--- src/rtl/tick_arbiter_if.sv ---
// Requester-side bundle for tick_arbiter: run enable, request/done levels and grant status.
interface tick_arbiter_if #(
    parameter int unsigned N_REQ = 4
);
    localparam int unsigned ID_W = $clog2(N_REQ);

    logic             en;
    logic [N_REQ-1:0] req;
    logic [N_REQ-1:0] done;
    logic             tick;
    logic [N_REQ-1:0] grant;
    logic [ID_W-1:0]  grant_id;
    logic             busy;
    logic             timeout;

    modport master (
        output en, req, done,
        input  tick, grant, grant_id, busy, timeout
    );

    modport slave (
        input  en, req, done,
        output tick, grant, grant_id, busy, timeout
    );
endinterface

--- src/rtl/tick_arbiter.sv ---
// Periodic round-robin slot scheduler: a prescaler tick opens a grant window, the grant is held
// until done, request withdrawal, or a tick-counted hold limit forces release.
module tick_arbiter #(
    parameter int unsigned TICK_DIV = 100,
    parameter int unsigned N_REQ    = 4,
    parameter int unsigned MAX_HOLD = 8
) (
    input logic           clk,
    input logic           rst_n,
    tick_arbiter_if.slave bus_io
);
    localparam int unsigned CNT_W  = $clog2(TICK_DIV);
    localparam int unsigned ID_W   = $clog2(N_REQ);
    localparam int unsigned SUM_W  = ID_W + 1;
    localparam int unsigned HOLD_W = $clog2(MAX_HOLD + 1);

    localparam logic [CNT_W-1:0]  CntLast  = CNT_W'(TICK_DIV - 1);
    localparam logic [ID_W-1:0]   IdLast   = ID_W'(N_REQ - 1);
    localparam logic [HOLD_W-1:0] HoldLast = HOLD_W'(MAX_HOLD - 1);
    localparam logic [SUM_W-1:0]  NReqSum  = SUM_W'(N_REQ);

    typedef enum logic [0:0] {StIdle, StGrant} state_e;

    state_e             state_q, state_d;
    logic [CNT_W-1:0]   cnt_q, cnt_d;
    logic [ID_W-1:0]    ptr_q, ptr_d;
    logic [HOLD_W-1:0]  hold_q, hold_d;
    logic [N_REQ-1:0]   grant_q, grant_d;
    logic [ID_W-1:0]    grant_id_q, grant_id_d;
    logic               busy_q, busy_d;
    logic               timeout_q, timeout_d;

    logic               tick;
    logic               win_valid;
    logic [ID_W-1:0]    win_id;
    logic [SUM_W-1:0]   rr_sum;
    logic               rel_norm;
    logic               rel_force;
    logic [ID_W-1:0]    next_ptr;

    // Prescaler next count: wraps at TICK_DIV-1, held at zero while disabled.
    always_comb begin
        cnt_d = '0;
        if (bus_io.en) begin
            cnt_d = (cnt_q == CntLast) ? '0 : cnt_q + 1'b1;
        end
    end

    assign tick = bus_io.en && (cnt_q == CntLast);

    // Round-robin search: first asserted request starting at ptr and wrapping past N_REQ-1.
    always_comb begin
        win_valid = 1'b0;
        win_id    = '0;
        rr_sum    = '0;
        for (int unsigned i = 0; i < N_REQ; i++) begin
            rr_sum = {1'b0, ptr_q} + SUM_W'(i);
            if (rr_sum >= NReqSum) begin
                rr_sum = rr_sum - NReqSum;
            end
            if (!win_valid && bus_io.req[ID_W'(rr_sum)]) begin
                win_valid = 1'b1;
                win_id    = ID_W'(rr_sum);
            end
        end
    end

    // Normal release always beats the forced one, so a late done never reports a timeout.
    assign rel_norm  = bus_io.done[grant_id_q] || !bus_io.req[grant_id_q];
    assign rel_force = tick && (hold_q == HoldLast);
    assign next_ptr  = (grant_id_q == IdLast) ? '0 : grant_id_q + 1'b1;

    // Next-state and registered-output logic of the grant FSM.
    always_comb begin
        state_d    = state_q;
        ptr_d      = ptr_q;
        hold_d     = hold_q;
        grant_d    = grant_q;
        grant_id_d = grant_id_q;
        busy_d     = busy_q;
        timeout_d  = 1'b0;

        unique case (state_q)
            StIdle: begin
                if (tick && win_valid) begin
                    state_d         = StGrant;
                    grant_d         = '0;
                    grant_d[win_id] = 1'b1;
                    grant_id_d      = win_id;
                    busy_d          = 1'b1;
                    hold_d          = '0;
                end
            end
            StGrant: begin
                if (rel_norm || rel_force) begin
                    // A release edge never grants; the next grant waits for a later tick.
                    state_d    = StIdle;
                    grant_d    = '0;
                    grant_id_d = '0;
                    busy_d     = 1'b0;
                    hold_d     = '0;
                    timeout_d  = !rel_norm;
                    ptr_d      = next_ptr;
                end else if (tick) begin
                    hold_d = hold_q + 1'b1;
                end
            end
            default: begin
                state_d = StIdle;
            end
        endcase
    end

    // State and output registers, cleared immediately by reset.
    always_ff @(posedge clk or negedge rst_n) begin
        if (!rst_n) begin
            state_q    <= StIdle;
            cnt_q      <= '0;
            ptr_q      <= '0;
            hold_q     <= '0;
            grant_q    <= '0;
            grant_id_q <= '0;
            busy_q     <= 1'b0;
            timeout_q  <= 1'b0;
        end else begin
            state_q    <= state_d;
            cnt_q      <= cnt_d;
            ptr_q      <= ptr_d;
            hold_q     <= hold_d;
            grant_q    <= grant_d;
            grant_id_q <= grant_id_d;
            busy_q     <= busy_d;
            timeout_q  <= timeout_d;
        end
    end

    assign bus_io.tick     = tick;
    assign bus_io.grant    = grant_q;
    assign bus_io.grant_id = grant_id_q;
    assign bus_io.busy     = busy_q;
    assign bus_io.timeout  = timeout_q;

endmodule
--- src/flat_wrapper.sv ---
// flat-port wrapper written by rule: the top's interface ports become plain ports
module tick_arbiter_flat 
#(
    parameter int unsigned TICK_DIV = 100,
    parameter int unsigned N_REQ    = 4,
    parameter int unsigned MAX_HOLD = 8
)
  (clk, rst_n, bus_io_en, bus_io_req, bus_io_done, bus_io_tick, bus_io_grant, bus_io_grant_id, bus_io_busy, bus_io_timeout);
  tick_arbiter_if #(.N_REQ(N_REQ)) bus_io_i ();
  input logic clk;
  input logic rst_n;
  input wire logic [$bits(bus_io_i.en)-1:0] bus_io_en;
  input wire logic [$bits(bus_io_i.req)-1:0] bus_io_req;
  input wire logic [$bits(bus_io_i.done)-1:0] bus_io_done;
  output wire logic [$bits(bus_io_i.tick)-1:0] bus_io_tick;
  output wire logic [$bits(bus_io_i.grant)-1:0] bus_io_grant;
  output wire logic [$bits(bus_io_i.grant_id)-1:0] bus_io_grant_id;
  output wire logic [$bits(bus_io_i.busy)-1:0] bus_io_busy;
  output wire logic [$bits(bus_io_i.timeout)-1:0] bus_io_timeout;
  assign bus_io_i.en = bus_io_en;
  assign bus_io_i.req = bus_io_req;
  assign bus_io_i.done = bus_io_done;
  assign bus_io_tick = bus_io_i.tick;
  assign bus_io_grant = bus_io_i.grant;
  assign bus_io_grant_id = bus_io_i.grant_id;
  assign bus_io_busy = bus_io_i.busy;
  assign bus_io_timeout = bus_io_i.timeout;
  tick_arbiter #(.TICK_DIV(TICK_DIV), .N_REQ(N_REQ), .MAX_HOLD(MAX_HOLD)) u_core (.clk(clk), .rst_n(rst_n), .bus_io(bus_io_i));
endmodule
--- config.mk ---
export PLATFORM = sky130hd
export DESIGN_NAME = tick_arbiter_flat
export DESIGN_NICKNAME = d
export VERILOG_FILES = /design/src/rtl/tick_arbiter_if.sv /design/src/rtl/tick_arbiter.sv /design/src/flat_wrapper.sv
export SDC_FILE = /design/constraint.sdc
export NUM_CORES = 1
export LEC_CHECK = 0
export ABC_CLOCK_PERIOD_IN_PS = 1900
export CORE_ASPECT_RATIO = 1.25
export CORE_MARGIN = 2
export CORE_UTILIZATION = 30
export DETAILED_ROUTE_END_ITERATION = 7
export GPL_ROUTABILITY_DRIVEN = 0
export MAX_ROUTING_LAYER = met4
export SYNTH_ARGS = -nofsm -noshare
export SYNTH_HDL_FRONTEND = slang
export SYNTH_SLANG_ARGS = --single-unit
--- constraint.sdc ---
create_clock -name clk -period 1.9 [get_ports clk]
set_input_delay 0.38 -clock clk [delete_from_list [all_inputs] [get_ports clk]]
set_output_delay 0.38 -clock clk [all_outputs]
set_load 0.05 [all_outputs]
* Word-level counts from Yosys, hierarchy flattened
Index checks and enable logic that the tools add are counted.
** Word-level totals
- ROM bits :: 0
- Bits of input ports :: 11
- Bits in writable memories :: 0
- Memories :: 0
- Register bits after elaboration :: 22
- Latch bits :: 0
- Logic and storage cells :: 100
- Output and inout port bits :: 9
** Operators by class
- Shift-type cells :: 0
- Eq/ne operators :: 6
- Div/mod/pow operators :: 0
- Reductions and logical operators :: 17
- $mul :: 0
- Mux-type cells :: 47
- Order comparisons :: 11
- Add/subtract/negate cells :: 10
- Bitwise logic cells :: 1
** Operators with widths (number)
- 2-to-1 mux 2 bit :: 11
- 2-to-1 mux 4 bit :: 5
- less-than comparator 2 x 3 -> 1 bit, second input constant :: 6
- 2-to-1 mux 1 bit :: 17
- one-hot mux 4 bit (2 select lines) :: 2
- 2-to-1 mux 7 bit :: 2
- binary-select mux 1 bit (select 2 bit) :: 6
- greater-or-equal comparator 3 bit, second input constant :: 3
- subtractor 2 x 1 -> 2 bit, second input constant :: 4
- adder 7 x 1 -> 7 bit, second input constant :: 1
- == test 7 bit, second input constant :: 1
- logical AND 1 bit :: 7
- adder 2 x 2 -> 3 bit, second input constant :: 2
- AND reduction 2 bit :: 3
- zero test 1 bit :: 5
- adder 4 x 1 -> 4 bit, second input constant :: 1
- == test 4 x 3 -> 1 bit, second input constant :: 1
- one-hot mux 1 bit (2 select lines) :: 2
- one-hot mux 2 bit (2 select lines) :: 1
- adder 2 x 1 -> 3 bit, second input constant :: 1
- greater-or-equal comparator 2 x 3 -> 1 bit, second input constant :: 1
- != test 3 bit, second input constant :: 1
- adder 2 x 1 -> 2 bit, second input constant :: 1
- demux 1 bit (select 2 bit) :: 1
- other kinds (6) :: 7

* Logic depth before layout (Yosys ltp)
- Depth after elaboration :: 20
- Gate-level depth with buffers :: 7

* Least setup slack after synthesis
Ideal clock, no wire load.
- Kind :: register to register
- From :: register u_core.cnt_q[2]
- To :: register u_core.hold_q[3]
- Data required time :: 1.827 ns
- Arrival time :: 1.987 ns
- Slack :: -0.160 ns
- Stages on the path, launching flop included :: 7
- Path buffers :: 0
- Library setup time :: 0.073 ns
- Clock period less this slack :: 2.060 ns
- Cell sequence :: dfrtp_1 -> or4b_4 -> or2_4 -> clkinv_2 -> a22oi_2 -> or3_1 -> a21oi_2
** Between the ends
- Longest elaborated chain between the ends :: 6
- Elaborated cells on any way between the ends :: 10
** Ends and longest elaborated chain
- start, declared :: line tick_arbiter.sv:25 : logic [CNT_W-1:0] cnt_q, cnt_d;
- start signal, assigned :: line tick_arbiter.sv:127 : cnt_q <= cnt_d;
- == test 7 bit * :: line tick_arbiter.sv:49 : assign tick = bus_io.en && (cnt_q == CntLast);
- logical AND 1 bit * :: line tick_arbiter.sv:49
- via bus_io_tick :: line flat_wrapper.sv:15 : output wire logic [$bits(bus_io_i.tick)-1:0] bus_io_tick;
- logical AND 1 bit :: line tick_arbiter.sv:70 : assign rel_force = tick && (hold_q == HoldLast);
- logical OR 1 bit :: line tick_arbiter.sv:95 : if (rel_norm || rel_force) begin
- 2-to-1 mux 4 bit / != test 3 bit (equally long branches)
- one-hot mux 4 bit (2 select lines) / AND reduction 2 bit (equally long branches)
- end signal, assigned :: line tick_arbiter.sv:129 : hold_q <= hold_d;
- end, declared :: line tick_arbiter.sv:27 : logic [HOLD_W-1:0] hold_q, hold_d;
Mark *: on every way through the listed nets, which the timed path passes. The rest lies on a longest branch.
A chain may end at the register's enable or synchronous reset.

* Final worst setup path
- From :: register u_core.cnt_q[2]
- To :: output bus_io_tick
** Between the ends
- Longest elaborated chain between the ends :: 2
** Ends and longest elaborated chain (line)
- == test 7 bit :: tick_arbiter.sv:49
- logical AND 1 bit :: tick_arbiter.sv:49
- end, declared :: flat_wrapper.sv:15
Every way passes these cells.

==> flow_summary.yaml <==
cells_and_area:
  multi_input_area_um2: 605.6
  regArea_um2: 551.8
  mostFrequentLayoutCells: "buf_4, dfrtp_1, nand2_1"
  area_delta_synth_final_pct: 46.35
  drive_above_1_share_pct: 32.91
  n_antenna_cell: 0
  final_area_um2: 1655
  nets: 173
  n_fill_cell: 337
  final_util_pct: 46.72
  final_common_cell: "buf_4"
power_and_ir_drop:
  power_uw: 902.6
  p_per_area_nw_per_um2: 545.2
  power.internal_uw: 684.9
  power_frac_comb_pct: 13.1
  switching_share_pct: 24.12
  pwr-share-seq_pct: 53.9
  ir_drop_uv: 301.8
  p_leak_nw: 0.7747
  power.switching_uw: 217.7
  p_clk_share_pct: 33.0
global_route:
  grt_pass1_wl_um: 4767
  grt_util_all_layers_pct: 14.91
  grt_max_degree: 23
  grt_pass1_vias: 1098
  antenna_found_initial: 0
  grt-ovfl-total: 0
worst_setup_path:
  reg2regPathDepth: 7
  path_buf_inv: 2
  crit_slowest_cell: "or4b_4"
  critPathKind: "register to output pin"
  cp.required_ns: 1.52
  max_stage_delay_ns: 0.53
  end_kind: "output pin"
  critPathTopFamily: "simple AND/OR/NAND/NOR gates"
  worstPathArrival_ns: 1.65
  cp_max_fo: 5
  cp.depth: 4
  crit_chain: "or4b_4, or2_4, clkinv_8, buf_12"
  start_kind: "register"
timing:
  rsz0062_at_grt: "yes"
  finClkSkew_ns: 0.007777
  fin_crit_ns: 2.030
  fin_crit_sh_pct: 106.9
  finalSetupViolCount: 5
  worst_slack_ns: -0.1304
  worstMarginPinSlew_ns: 0.5059
  slew_headroom_pct: 66.17
  max_freq_ghz: 0.4925
  finalHoldViolations: 0
  drv_slew: 0
route:
  vias: 1005
  drtPass1Iterations: 6
  antenna_left: 0
  finalWirelength_um: 2683
  wl_per_cell_um: 13.62
  via_per_inst: 5.102
  route.detailed.drc: 3
  drt-initial-drc-count: 38
clock_network:
  cts-hold-fix-buffers: 0
  clock_latency_ns: 0.26
  cts_root_buf: "clkbuf_8"
  clockBufferDepth: 2
  htreeDepth: 1
  path_clk_slew_ns: 0.08
  cts.sinks: 22
  cts_inserted_buffers: 3
  cts_tree: "yes"
placed_design:
  portBuffers: 19
  place_ws_ns: -0.3635
  place_hpwl_um: 2030
  placed_area_um2: 1513
run_status:
  status: "complete, but fails checks"
  violations: "DRC, setup timing"
logic_synthesis:
  synth_flop_cell: "dfrtp_1"
  netlist_instances: 112
  ys_types: 36
  syn_nets: 126
  synth-edff-count: 0
  avgSynthCellArea_um2: 10.10
  seq_area_frac_synth_pct: 48.67
  synth_area_um2: 1131
  ys.warnings.count: 0
  synth-seq-cells: 22
  synthArstFlopShare_pct: 100.0
floorplan:
  row_count: 24
  start_util_pct: 31.92
  fp.dieArea_um2: 4281
  die_h_um: 72.65
  boundaryPins: 20
  core_um2: 3543
  die_w_um: 58.92
hold_path:
  worstHoldPathType: "primary input to async pin"
flow_run:
  maxCapViolCount: 0
-- worst paths after layout --
| check | start | to | slack, ns |
|---|---|---|---|
| max | u_core.cnt_q[2] | bus_io_tick | -0.13 |
| min | rst_n | u_core.cnt_q[0] | 0.46 |
| max reg2reg | u_core.cnt_q[2] | u_core.hold_q[3] | -0.08 |
| min reg2reg | u_core.cnt_q[0] | u_core.cnt_q[0] | 0.49 |
| max in group asynchronous | rst_n | u_core.bus_io.grant_id[0] | 1.20 |
| min in group clk | u_core.cnt_q[0] | u_core.cnt_q[0] | 0.49 |
-- layout make-up --
| class | count | share of cell area [%] |
|---|---|---|
| repair buffers | 42 | 21.84 |
| well taps | 39 | 2.948 |
| clock buffers | 4 | 2.721 |
| inverters | 8 | 2.570 |
| flip-flops and latches | 22 | 33.33 |
| multi-input cells | 82 | 36.58 |
-- cells in the mapped netlist, drive strengths merged, types with 2 or more instances --
| library cell | count | area (µm²) |
|---|---|---|
| dfrtp | 22 | 550.5 |
| o21ai | 11 | 55.05 |
| nand2 | 10 | 37.54 |
| a21oi | 9 | 48.80 |
| inv | 7 | 26.28 |
| or3 | 6 | 42.54 |
| nand2b | 5 | 31.28 |
| nand3 | 5 | 25.02 |
| nor2 | 4 | 15.01 |
| nor3 | 4 | 30.03 |
| ha | 3 | 37.54 |
| a21o | 2 | 15.01 |
| and2 | 2 | 12.51 |
| nor4 | 2 | 12.51 |
| o31ai | 2 | 15.01 |
| xor2 | 2 | 17.52 |
-- power groups by stage --
| stage | logic (mW) | registers (mW) | clock network (mW) |
|---|---|---|---|
| after global placement | 0.112 | 0.495 | 0 |
| final | 0.118 | 0.487 | 0.297 |
| after detailed placement | 0.115 | 0.496 | 0 |
| after CTS | 0.117 | 0.487 | 0.314 |
| after floorplan | 0.0386 | 0.505 | 0 |
| after global routing | 0.132 | 0.488 | 0.325 |
-- metrics by stage --
step	TNS [ns]	hold WS, ns	instances
after detailed placement	-4.052	0.4832	187
after CTS	-0.6763	0.4688	195
after global routing	-0.9422	0.5058	197
after floorplan	0	0.08441	112
final	-0.2913	0.4558	197
after global placement	-3.523	0.4705	187
-- logic make-up (layout without fill, tap and decap cells) --
family / Yosys count / in the layout / share of synthesized area, %
flops: 22 / 22 / 48.67
compound gates: 32 / 32 / 18.14
fa+ha+maj: 3 / 3 / 3.319
xor+xnor: 3 / 3 / 2.323
mux: 3 / 3 / 3.872
buf+inv: 8 / 54 / 2.765
simple gates: 41 / 41 / 20.91
-- flip-flops by register name, summed over array words and instances, names as in the netlist --
name and cells:
u_core.cnt_q 7, u_core.bus_io.grant 4, u_core.hold_q 4, u_core.bus_io.grant_id 2, u_core.ptr_q 2, u_core.bus_io.busy 1, u_core.bus_io.timeout 1, u_core.state_q 1
-- repair_timing --
action,4_1_cts,5_1_grt
pin swaps,4,3
gates cloned,0,0
buffers inserted,4,2
setup endpoints to repair,12,11
resized for setup,19,3
-- per-layer routing --
metal  GRT usage, %  routed length, µm  vias up
met2          26.91               1436       20
met3          1.950                128        2
met4          5.808                 21        0
met5              -                  0        -
li1               -                  -      503
met1          16.25               1097      480
(Power assumes the default switching activity.)
